===== src/rtl/clk_gen_multi_if.sv =====
// Divider-channel write bus for clk_gen_multi: one strobe selects a channel and
// supplies its next divide value.
interface clk_gen_multi_if #(
    parameter int SEL_W = 2,
    parameter int DIV_W = 16
);
    // Handshake: div_we is a single-cycle write strobe (the valid). There is no
    // ready; the slave always takes the write on the edge that samples div_we=1,
    // so div_sel/div_val only need to be stable while div_we is high.
    logic             div_we;
    logic [SEL_W-1:0] div_sel;
    logic [DIV_W-1:0] div_val;

    modport master (output div_we, div_sel, div_val);
    modport slave  (input  div_we, div_sel, div_val);
endinterface


===== src/rtl/clk_gen_multi.sv =====
// Board clock generator on clk200m: free-running divide bus, programmable enable/square
// channels, and a glitch-free CPU clock with fast/slow/single-step/stop modes.
module clk_gen_multi #(
    parameter int               CNT_W    = 32,
    parameter int               N_CH     = 4,
    parameter int               SEL_W    = 2,
    parameter int               DIV_W    = 16,
    parameter logic [DIV_W-1:0] DIV_INIT = 16'd99,
    parameter int               FAST_BIT = 1,
    parameter int               SLOW_BIT = 24,
    parameter logic [19:0]      DEB_CYC  = 20'd1000000,
    parameter logic [7:0]       STEP_HI  = 8'd4,
    parameter logic [7:0]       STEP_LO  = 8'd4
) (
    input  logic              clk200m,
    input  logic              rst,
    input  logic [1:0]        mode,
    input  logic              step_btn,
    clk_gen_multi_if.slave    div_bus,
    output logic [CNT_W-1:0]  clkdiv,
    output logic [N_CH-1:0]   ch_ce,
    output logic [N_CH-1:0]   ch_clk,
    output logic              cpu_clk,
    output logic              step_busy,
    output logic [2:0]        state_dbg
);

    typedef enum logic [2:0] {
        ST_RUN       = 3'd0,
        ST_SYNC      = 3'd1,
        ST_STEP_IDLE = 3'd2,
        ST_STEP_HI   = 3'd3,
        ST_STEP_LO   = 3'd4,
        ST_STOP      = 3'd5
    } state_t;

    always_ff @(posedge clk200m or posedge rst) begin
        if (rst) clkdiv <= '0;
        else     clkdiv <= clkdiv + 1'b1;
    end

    logic [N_CH-1:0][DIV_W-1:0] ch_cnt;
    logic [N_CH-1:0][DIV_W-1:0] div_act;
    logic [N_CH-1:0][DIV_W-1:0] div_pend;

    // A new divide value waits in div_pend and is only adopted at terminal count,
    // so a running period is never truncated.
    always_ff @(posedge clk200m or posedge rst) begin
        if (rst) begin
            ch_cnt   <= '0;
            div_act  <= {N_CH{DIV_INIT}};
            div_pend <= {N_CH{DIV_INIT}};
            ch_ce    <= '0;
            ch_clk   <= '0;
        end else begin
            for (int i = 0; i < N_CH; i++) begin
                if (div_bus.div_we && div_bus.div_sel == SEL_W'(i))
                    div_pend[i] <= div_bus.div_val;
                if (ch_cnt[i] == div_act[i]) begin
                    ch_cnt[i]  <= '0;
                    ch_ce[i]   <= 1'b1;
                    ch_clk[i]  <= ~ch_clk[i];
                    div_act[i] <= div_pend[i];
                end else begin
                    ch_cnt[i]  <= ch_cnt[i] + 1'b1;
                    ch_ce[i]   <= 1'b0;
                end
            end
        end
    end

    logic        btn_s1, btn_s2, deb_lvl, step_req;
    logic [19:0] deb_cnt;

    // Only a debounced 0->1 transition produces a step request.
    always_ff @(posedge clk200m or posedge rst) begin
        if (rst) begin
            btn_s1   <= 1'b0;
            btn_s2   <= 1'b0;
            deb_lvl  <= 1'b0;
            deb_cnt  <= '0;
            step_req <= 1'b0;
        end else begin
            btn_s1   <= step_btn;
            btn_s2   <= btn_s1;
            step_req <= 1'b0;
            if (btn_s2 == deb_lvl) begin
                deb_cnt <= '0;
            end else if (deb_cnt == DEB_CYC - 20'd1) begin
                deb_cnt  <= '0;
                deb_lvl  <= btn_s2;
                step_req <= btn_s2;
            end else begin
                deb_cnt <= deb_cnt + 20'd1;
            end
        end
    end

    state_t     state, state_nxt;
    logic [1:0] mode_req, mode_act, mode_act_nxt;
    logic       seen_low, seen_low_nxt;
    logic [7:0] step_cnt, step_cnt_nxt;
    logic       sel_bit, cpu_clk_nxt, step_busy_nxt;

    always_ff @(posedge clk200m or posedge rst) begin
        if (rst) begin
            state     <= ST_SYNC;
            mode_req  <= 2'd3;
            mode_act  <= 2'd3;
            seen_low  <= 1'b0;
            step_cnt  <= '0;
            cpu_clk   <= 1'b0;
            step_busy <= 1'b0;
        end else begin
            state     <= state_nxt;
            mode_req  <= mode;
            mode_act  <= mode_act_nxt;
            seen_low  <= seen_low_nxt;
            step_cnt  <= step_cnt_nxt;
            cpu_clk   <= cpu_clk_nxt;
            step_busy <= step_busy_nxt;
        end
    end

    always_comb begin
        state_nxt    = state;
        mode_act_nxt = mode_act;
        seen_low_nxt = seen_low;
        step_cnt_nxt = step_cnt;
        sel_bit      = mode_act[0] ? clkdiv[SLOW_BIT] : clkdiv[FAST_BIT];
        // Mode switches happen only while cpu_clk is low and never mid-step-pulse.
        if (!cpu_clk && state != ST_STEP_HI && mode_req != mode_act) begin
            mode_act_nxt = mode_req;
            seen_low_nxt = 1'b0;
            step_cnt_nxt = '0;
            case (mode_req)
                2'd0, 2'd1: state_nxt = ST_SYNC;
                2'd2:       state_nxt = ST_STEP_IDLE;
                default:    state_nxt = ST_STOP;
            endcase
        end else begin
            case (state)
                ST_SYNC: begin
                    if (mode_act[1])
                        state_nxt = mode_act[0] ? ST_STOP : ST_STEP_IDLE;
                    else if (!seen_low) begin
                        if (!sel_bit) seen_low_nxt = 1'b1;
                    end else if (sel_bit)
                        state_nxt = ST_RUN;
                end
                ST_STEP_IDLE: begin
                    if (step_req) begin
                        state_nxt    = ST_STEP_HI;
                        step_cnt_nxt = '0;
                    end
                end
                ST_STEP_HI: begin
                    if (step_cnt == STEP_HI - 8'd1) begin
                        state_nxt    = ST_STEP_LO;
                        step_cnt_nxt = '0;
                    end else begin
                        step_cnt_nxt = step_cnt + 8'd1;
                    end
                end
                ST_STEP_LO: begin
                    if (step_cnt == STEP_LO - 8'd1) begin
                        state_nxt    = ST_STEP_IDLE;
                        step_cnt_nxt = '0;
                    end else begin
                        step_cnt_nxt = step_cnt + 8'd1;
                    end
                end
                default: state_nxt = state;
            endcase
        end
        cpu_clk_nxt   = (state_nxt == ST_RUN) ? sel_bit : (state_nxt == ST_STEP_HI);
        step_busy_nxt = (state_nxt == ST_STEP_HI) || (state_nxt == ST_STEP_LO);
    end

    assign state_dbg = state;

endmodule

===== src/flat_wrapper.sv =====
// flat-port wrapper written by rule: the top's interface ports become plain ports
module clk_gen_multi_flat 
#(
    parameter int               CNT_W    = 32,
    parameter int               N_CH     = 4,
    parameter int               SEL_W    = 2,
    parameter int               DIV_W    = 16,
    parameter logic [DIV_W-1:0] DIV_INIT = 16'd99,
    parameter int               FAST_BIT = 1,
    parameter int               SLOW_BIT = 24,
    parameter logic [19:0]      DEB_CYC  = 20'd1000000,
    parameter logic [7:0]       STEP_HI  = 8'd4,
    parameter logic [7:0]       STEP_LO  = 8'd4
)
  (clk200m, rst, mode, step_btn, clkdiv, ch_ce, ch_clk, cpu_clk, step_busy, state_dbg, div_bus_div_we, div_bus_div_sel, div_bus_div_val);
  clk_gen_multi_if #(.SEL_W(SEL_W), .DIV_W(DIV_W)) div_bus_i ();
  input  logic clk200m;
  input  logic rst;
  input  logic [1:0] mode;
  input  logic step_btn;
  output logic [CNT_W-1:0] clkdiv;
  output logic [N_CH-1:0] ch_ce;
  output logic [N_CH-1:0] ch_clk;
  output logic cpu_clk;
  output logic step_busy;
  output logic [2:0] state_dbg;
  input wire logic [$bits(div_bus_i.div_we)-1:0] div_bus_div_we;
  input wire logic [$bits(div_bus_i.div_sel)-1:0] div_bus_div_sel;
  input wire logic [$bits(div_bus_i.div_val)-1:0] div_bus_div_val;
  assign div_bus_i.div_we = div_bus_div_we;
  assign div_bus_i.div_sel = div_bus_div_sel;
  assign div_bus_i.div_val = div_bus_div_val;
  clk_gen_multi #(.CNT_W(CNT_W), .N_CH(N_CH), .SEL_W(SEL_W), .DIV_W(DIV_W), .DIV_INIT(DIV_INIT), .FAST_BIT(FAST_BIT), .SLOW_BIT(SLOW_BIT), .DEB_CYC(DEB_CYC), .STEP_HI(STEP_HI), .STEP_LO(STEP_LO)) u_core (.clk200m(clk200m), .rst(rst), .mode(mode), .step_btn(step_btn), .div_bus(div_bus_i), .clkdiv(clkdiv), .ch_ce(ch_ce), .ch_clk(ch_clk), .cpu_clk(cpu_clk), .step_busy(step_busy), .state_dbg(state_dbg));
endmodule

===== config.mk =====
export PLATFORM = sky130hd
export DESIGN_NAME = clk_gen_multi_flat
export DESIGN_NICKNAME = d
export VERILOG_FILES = /design/src/rtl/clk_gen_multi_if.sv /design/src/rtl/clk_gen_multi.sv /design/src/flat_wrapper.sv
export SDC_FILE = /design/constraint.sdc
export NUM_CORES = 1
export LEC_CHECK = 0
export BUFFER_PORTS_ARGS = -buffer_cell sky130_fd_sc_hd__buf_4
export CAP_MARGIN = 10
export CELL_PAD_IN_SITES_DETAIL_PLACEMENT = 1
export CELL_PAD_IN_SITES_GLOBAL_PLACEMENT = 2
export CORE_MARGIN = 1.5
export CORE_UTILIZATION = 44
export DETAILED_ROUTE_END_ITERATION = 8
export HOLD_SLACK_MARGIN = 0.06
export PLACE_DENSITY = 0.8
export SETUP_SLACK_MARGIN = 0.4
export SLEW_MARGIN = 5
export SYNTH_ARGS = -nofsm -noshare
export SYNTH_HDL_FRONTEND = slang
export SYNTH_SLANG_ARGS = --single-unit

===== constraint.sdc =====
create_clock -name clk200m -period 13.95 [get_ports clk200m]
set_input_delay 1.395 -clock clk200m [delete_from_list [all_inputs] [get_ports clk200m]]
set_output_delay 1.395 -clock clk200m [all_outputs]
set_load 0.02 [all_outputs]

== Yosys cells after proc, flatten, opt, wreduce, memory -nomap -nowiden ==
Index checks and enable logic that the tools add are counted.

* Word-level logic and storage cells: 115
* Memories: 0
* Bits of input ports: 24
* Latch bits: 0
* Bits in writable memories: 0
* ROM bits: 0
* Flip-flop bits (word level): 274

* Div/mod/pow operators: 0
* Reduce and logical (&&, ||, !) cells: 18
* Multipliers: 0
* Bitwise operators: 5
* Multiplexer cells: 33
* Equality and inequality tests: 22
* Add/subtract/negate cells: 7
* Shifts and indexed selects: 0
* Magnitude comparators: 0

{| class="wikitable"
|+ Operator list
! cell !! count
|-
| $add 16x1->16 const B || 4
|-
| $eq 16x16->1 || 4
|-
| $mux 16 || 4
|-
| $mux 20 || 2
|-
| $add 32x1->32 const B || 1
|-
| $mux 3 || 8
|-
| $mux 8 || 3
|-
| $add 20x1->20 const B || 1
|-
| $eq 20x20->1 const B || 1
|-
| $pmux 8 s2 || 1
|-
| $mux 1 || 13
|-
| $pmux 3 s4 || 1
|-
| $eq 3x2->1 const B || 3
|-
| $add 8x1->8 const B || 1
|-
| $eq 8x2->1 const B || 1
|-
| $eq 2x2->1 const B || 3
|-
| $eq 3x3->1 const B || 2
|-
| $logic_and 1x1->1 || 6
|-
| $pmux 3 s2 || 1
|-
| $reduce_and 2->1 || 3
|-
| $not 1->1 || 5
|-
| $eq 2x1->1 const B || 2
|-
| $logic_not 2->1 || 2
|-
| $reduce_or 2->1 || 2
|-
| other kinds (11) || 11
|}

== Logic depth before layout (Yosys ltp) ==
Gate-level depths: netlist (run 1).

* Word-level depth: 8
* Gate-level depth with buffers: 8
* Depth with buffers taken out: 6

== Least setup slack after synthesis (run 1) ==
OpenSTA, ideal clock, no wires.

* Path type: input port to flip-flop
* Start point: input port div_bus_div_sel[1]
* End point: register u_core.div_pend[2] in the netlist's numbering
* Data required time: 13.825 ns
* Path buffers: 1
* Arrival time: 2.510 ns
* Setup slack: 11.315 ns
* Cell stages on the path: 3
* Setup time: 0.125 ns
* Path through: nor3b_2 > clkbuf_1 > mux2_2

* Word-level cells in the longest chain between the ends: 2

{| class="wikitable"
|+ RTL lines
! what !! line !! RTL
|-
| from (decl) || flat_wrapper.sv:28 || <nowiki>input wire logic [$bits(div_bus_i.div_sel)-1:0] div_bus_div_sel;</nowiki>
|-
| $logic_not 2->1 || clk_gen_multi.sv:57 || <nowiki>if (div_bus.div_we && div_bus.div_sel == SEL_W'(i))</nowiki>
|-
| $logic_and 1x1->1 || clk_gen_multi.sv:57 ||
|-
| to (signal assigned) || clk_gen_multi.sv:52 || <nowiki>div_pend <= {N_CH{DIV_INIT}};</nowiki>
|-
| to (signal, indexed assignment) || clk_gen_multi.sv:58 || <nowiki>div_pend[i] <= div_bus.div_val;</nowiki>
|-
| to (decl) || clk_gen_multi.sv:44 || <nowiki>logic [N_CH-1:0][DIV_W-1:0] div_pend;</nowiki>
|}

No other way between the ends.
A chain may end at the register's enable or synchronous reset.

==> flow_summary.json, run 1 <==
{
  "postSynthNetCount": 1112,
  "ys.flop_type": "dfrtp_1",
  "cp.arrival_ns": 3.89,
  "setup_violations": 0,
  "die_h_um": 169,
  "timing.max_cap.violations": 0,
  "io_buffers": 68,
  "cp.required_ns": 14.55,
  "timing.final.max_slew_violations": 0,
  "ys_ff_latch": 274,
  "post_cts.repair.setup_buffers": 0,
  "pwr_density_cell_nw_per_um2": 173,
  "synthArstFlopShare_pct": 100,
  "synth_top_area_share_pct": 49.1,
  "yosysSeqAreaShare_pct": 57.2,
  "clock_path_buffers": 3,
  "detail-route-antenna-nets": 0,
  "fin_crit_ns": 3.30,
  "slew-limit-headroom_pct": 27.7,
  "start_util_pct": 44.8,
  "cts_tree": "done",
  "grt_pass1_vias": 8689,
  "synthTopCellsByArea": "dfrtp_1 (49%), dfstp_2 (8.0%), mux2_2 (7.6%)",
  "worstSkewPairLatency_ns": 0.56,
  "dp_hpwl_um": 18100,
  "cp-start-kind": "input port",
  "drtIter0Drc": 371,
  "cts_hold_buf": 0,
  "post_dp_cell_area_sq_um": 12900,
  "vias": 7968,
  "diodes": 0,
  "stdcell_area_sq_um": 14000,
  "power_leakage_nw": 6.54,
  "yosysTopAreaCell": "dfrtp_1",
  "yosysWarnings": 0,
  "criticalPathCategory": "in -> async",
  "syn_area_sq_um": 12100,
  "syn_inst": 1081,
  "num_rows": 60,
  "h-tree-depth": 1,
  "status": "finished clean",
  "remaining_drc_errors": 0,
  "crit_path_end_kind": "async pin",
  "fin_crit_sh_pct": 23.7,
  "place.gp.congestion": 0.750,
  "routed_wl_um": 27100,
  "worst_slew_pin_slew_ns": 1.08,
  "avgViaCountPerCell": 5.22,
  "path_clk_slew_ns": 0.06,
  "syn2layout_area_growth_pct": 15.5,
  "numClockSinks": 274,
  "wl_per_cell_um": 17.7,
  "finalHoldViolations": 0,
  "core_sq_um": 27000,
  "numCtsBuffers": 30,
  "die-width_um": 169,
  "firstDrtPassIters": 4,
  "cts_resized": 0,
  "grt_util_all_layers_pct": 19.9,
  "final_nets": 1192,
  "pin_count": 69,
  "fmaxAchievable_mhz": 303,
  "rsz0062_at_grt": "no",
  "cp_max_fo": 140,
  "grt_max_degree": 141,
  "grt_overflow": 0,
  "fin_worst_skew_ns": 0.0126,
  "ir_drop_mv": 0.101,
  "syn_avg_cell_area_sq_um": 11.2,
  "drive_gt1_share_pct": 21.8,
  "root_buffer": "clkbuf_16",
  "grt_pass1_wl_um": 45900,
  "antenna_found_initial": 0,
  "tns_ns": 0,
  "finalPower_mw": 2.41,
  "min_path_type": "reg -> reg",
  "synth_enable_flop_cells": 0,
  "synth.distinct_cells": 55,
  "die_area_sq_um": 28500
}
[cell type report]
cell class	count	area, sq um
Fill cell	2871	13000
Sequential cell	274	6900
Multi-Input combinational cell	764	4980
Clock buffer	41	822
Timing Repair Buffer	73	548
Tap cell	341	427
Clock inverter	15	193
Inverter	18	75.1
[layout by cell type (no fill, tap or decap), drive strengths merged, types with 2 or more instances in the layout]
cell type and count:
a21o 2, a21oi 12, and2 5, and3 18
and4 12, buf 73, bufinv 4, clkbuf 41
clkinv 10, dfrtp 237, dfstp 37, ha 7
inv 18, mux2 82, nand2 194, nand3 48
nand3b 3, nand4 36, nor2 94, nor2b 3
nor3 11, nor3b 4, nor4 15, nor4b 2
o211ai 2, o21ai 18, o22ai 2, or2 2
or3 8, or4 3, xnor2 67, xor2 102
[flip-flops by register name, summed over array words and instances (netlist names), 3 cells and up]
signal	cells
u_core.ch_cnt	64
u_core.div_act	64
u_core.div_pend	64
u_core.clkdiv	32
u_core.deb_cnt	20
u_core.step_cnt	8
u_core.ch_ce	4
u_core.ch_clk	4
u_core.state_dbg	3
[logic make-up (layout without fill, tap and decap cells)]
logic type,Yosys count,in the layout,synth area share (%)
AND/OR/NAND/NOR,461,461,18.3
flip-flops,274,274,57.2
XOR/XNOR,169,169,12.4
multiplexers,83,83,7.73
AO/OA/AOI/OAI,44,44,2.18
buffers and inverters,43,147,1.58
adder cells (fa/ha/maj),7,7,0.725
[metal layers]
metal,GRT usage (%),routed length [um]
met5,0,0
met4,4.62,558
met3,2.50,674
met2,33.5,13300
met1,27.7,12500
[through the flow]
stage	instances	hold slack (ns)	utilization [%]	setup WS [ns]
after floorplan	1081	0.331	-	5.06
after global placement	1470	0.364	48.0	9.91
after detailed placement	1470	0.358	48.0	9.91
after CTS	1526	0.371	51.8	10.49
after global routing	1526	0.375	51.8	10.25
final	1526	0.364	51.8	10.65
[where the power goes]
group,internal [mW],switching [mW]
logic,0.225,0.237
clock network,0.487,0.321
registers,0.979,0.164
total,1.69,0.722
[cell usage after synthesis, drive strengths merged (7+ instances only)]
master	instances
dfrtp	237
nand2	194
xor2	102
nor2	94
mux2	82
xnor2	67
nand3	48
dfstp	37
nand4	36
and3	18
inv	18
o21ai	18
nor4	15
buf	13
a21oi	12
and4	12
clkbuf	12
nor3	11
or3	8
ha	7
[critical path, stage by stage]
cell	delay [ns]
buf_4	0.13
inv_8	0.62
buf_4	0.89
buf_4	0.73
[worst paths after layout]
| path | start | end | slack (ns) | cells after the start |
|---|---|---|---|---|
| worst max-delay path | rst | u_core.ch_cnt[30] | 10.65 | 4 |
| worst min-delay path | u_core.btn_s1 | u_core.btn_s2 | 0.36 | 0 |
| worst max register to register | u_core.ch_cnt[45] | u_core.div_act[42] | 10.68 | 6 |
| worst min register to register | u_core.btn_s1 | u_core.btn_s2 | 0.36 | 0 |
| max in group clk200m | u_core.ch_cnt[45] | u_core.div_act[42] | 10.68 | 6 |
| min in group asynchronous | rst | u_core.seen_low | 1.05 | 2 |
Power figures use the tool's default switching activity.
==> inputs of run 2 (changes only) <==
Settings changed: CORE_UTILIZATION 44 to 37, PLACE_DENSITY 0.8 to 0.71.
Clock period 13.95 ns to 2.7 ns, I/O delays scaled along.
==> flow_summary.json, run 2 (synthesized netlist as in run 1, its figures left out) <==
{
  "status": "finished clean",
  "layout_common_cells": "dfrtp_1 (237), nand2_1 (194), xor2_1 (100)",
  "slowest_stage": "nand2_1",
  "vias": 8021,
  "start_util_pct": 37.9,
  "antenna_found_initial": 0,
  "numCtsBuffers": 30,
  "syn2layout_area_growth_pct": 19.2,
  "criticalPathCategory": "reg -> reg",
  "cp.arrival_ns": 2.44,
  "cp_max_fo": 18,
  "root_buffer": "clkbuf_16",
  "worstSkewPairLatency_ns": 0.55,
  "core_sq_um": 31900,
  "cp.required_ns": 3.11,
  "diodes": 0,
  "final_nets": 1224,
  "place.gp.congestion": 0.778,
  "pin_count": 69,
  "cts_tree": "done",
  "h-tree-depth": 1,
  "grt_pass1_vias": 8521,
  "timing.max_cap.violations": 0,
  "drive_gt1_share_pct": 22.7,
  "num_rows": 65,
  "path_clk_slew_ns": 0.06,
  "clock_path_buffers": 3,
  "path_cells": "ha_1 -> nand4_1 -> nor2_1 -> nand4_1 -> nand2_1 -> nor2_1",
  "final_cells": 1652,
  "dp_hpwl_um": 18300,
  "ir_drop_mv": 0.465,
  "setup_violations": 0,
  "detail-route-antenna-nets": 0,
  "io_buffers": 68,
  "fin_crit_sh_pct": 75.3,
  "rsz0062_at_grt": "no",
  "worst_slew_pin_slew_ns": 0.909,
  "grt_max_degree": 119,
  "crit_path_end_kind": "register",
  "routed_wl_um": 27500,
  "critPathMaxStageDelay_ns": 0.53,
  "finalHoldViolations": 0,
  "grt_pass1_wl_um": 46200,
  "numClockSinks": 274,
  "grt_util_all_layers_pct": 17.1,
  "top_regs": "u_core.ch_cnt (64), u_core.div_act (64), u_core.div_pend (64)",
  "tns_ns": 0,
  "die-width_um": 184,
  "grt_overflow": 0,
  "drtIter0Drc": 273,
  "wl_per_cell_um": 16.6,
  "min_path_type": "in -> async",
  "die_area_sq_um": 33700,
  "final_common_cell": "dfrtp_1",
  "fin_worst_skew_ns": 0.0115,
  "avgViaCountPerCell": 4.86,
  "die_h_um": 184,
  "post_dp_cell_area_sq_um": 13200,
  "worst_r2r_path_depth": 6,
  "stdcell_area_sq_um": 14400,
  "dp_cells": 1576,
  "fmaxAchievable_mhz": 492,
  "slew-limit-headroom_pct": 39.2,
  "r2r-start": "u_core.deb_cnt[0]",
  "r2r_end": "u_core.deb_cnt[3]",
  "r2r_slack_ns": 0.67,
  "remaining_drc_errors": 0,
  "cp-start-kind": "register",
  "firstDrtPassIters": 4,
  "power_leakage_nw": 6.70,
  "timing.final.max_slew_violations": 0,
  "fin_crit_ns": 2.03,
  "pwr_density_cell_nw_per_um2": 866
}
-- run 2: stage by stage --
step	setup slack [ns]	power (mW)	hold slack, ns	utilization (%)
6_report	0.667	12.5	0.193	45.2
5_1_grt	0.405	13.3	0.190	45.2
4_1_cts	0.530	12.7	0.191	45.1
3_5_place_dp	0.550	8.42	0.181	41.3
3_3_place_gp	0.661	8.33	0.180	41.3
2_1_floorplan	-1.16	7.57	0.274	-
-- run 2: worst max-delay path by stage --
stage / start / to
after global placement: u_core.step_cnt[0] / u_core.step_busy
after global routing: u_core.deb_cnt[0] / u_core.deb_cnt[13]
final: u_core.deb_cnt[0] / u_core.deb_cnt[3]
after floorplan: rst / u_core.btn_s1
after detailed placement: u_core.step_cnt[0] / u_core.step_busy
after CTS: u_core.step_cnt[0] / u_core.step_busy
-- run 2: critical path, delay by kind of cell (launching register included) --
kind                       cells  cell delay (ns)
adders and majority gates      1             0.22
and+or+nand+nor                5             1.28
DFF                            1             0.38
-- run 2: final cells by class --
type / instances / area (sq um)
clock inverters: 13 / 118
multi-input cells: 764 / 5000
inverters: 18 / 71.3
fillers: 3514 / 17500
repair buffers: 105 / 863
flip-flops and latches: 274 / 6900
well taps: 435 / 544
clock buffers: 43 / 901
-- run 2: where the power goes --
part / switching, mW / internal, mW
Sequential: 0.842 / 5.06
Clock: 1.64 / 2.50
Combinational: 1.21 / 1.21
-- run 2: layer usage --
layer | up-vias | track usage (%) | share of wire [%]
met3 | 35 | 2.32 | 2.1
met4 | 0 | 3.87 | 2.0
met5 | - | 0 | 0
met1 | 4070 | 24.2 | 48
met2 | 56 | 27.9 | 48
li1 | 3860 | - | -
-- run 2: timing repair --
item                                    4_1_cts  5_1_grt
hold buffers                                 20        0
endpoints found under the hold margin       258        0
gates resized for setup                       0        2
buffers inserted                              0        0
endpoints found under the setup margin        0        3
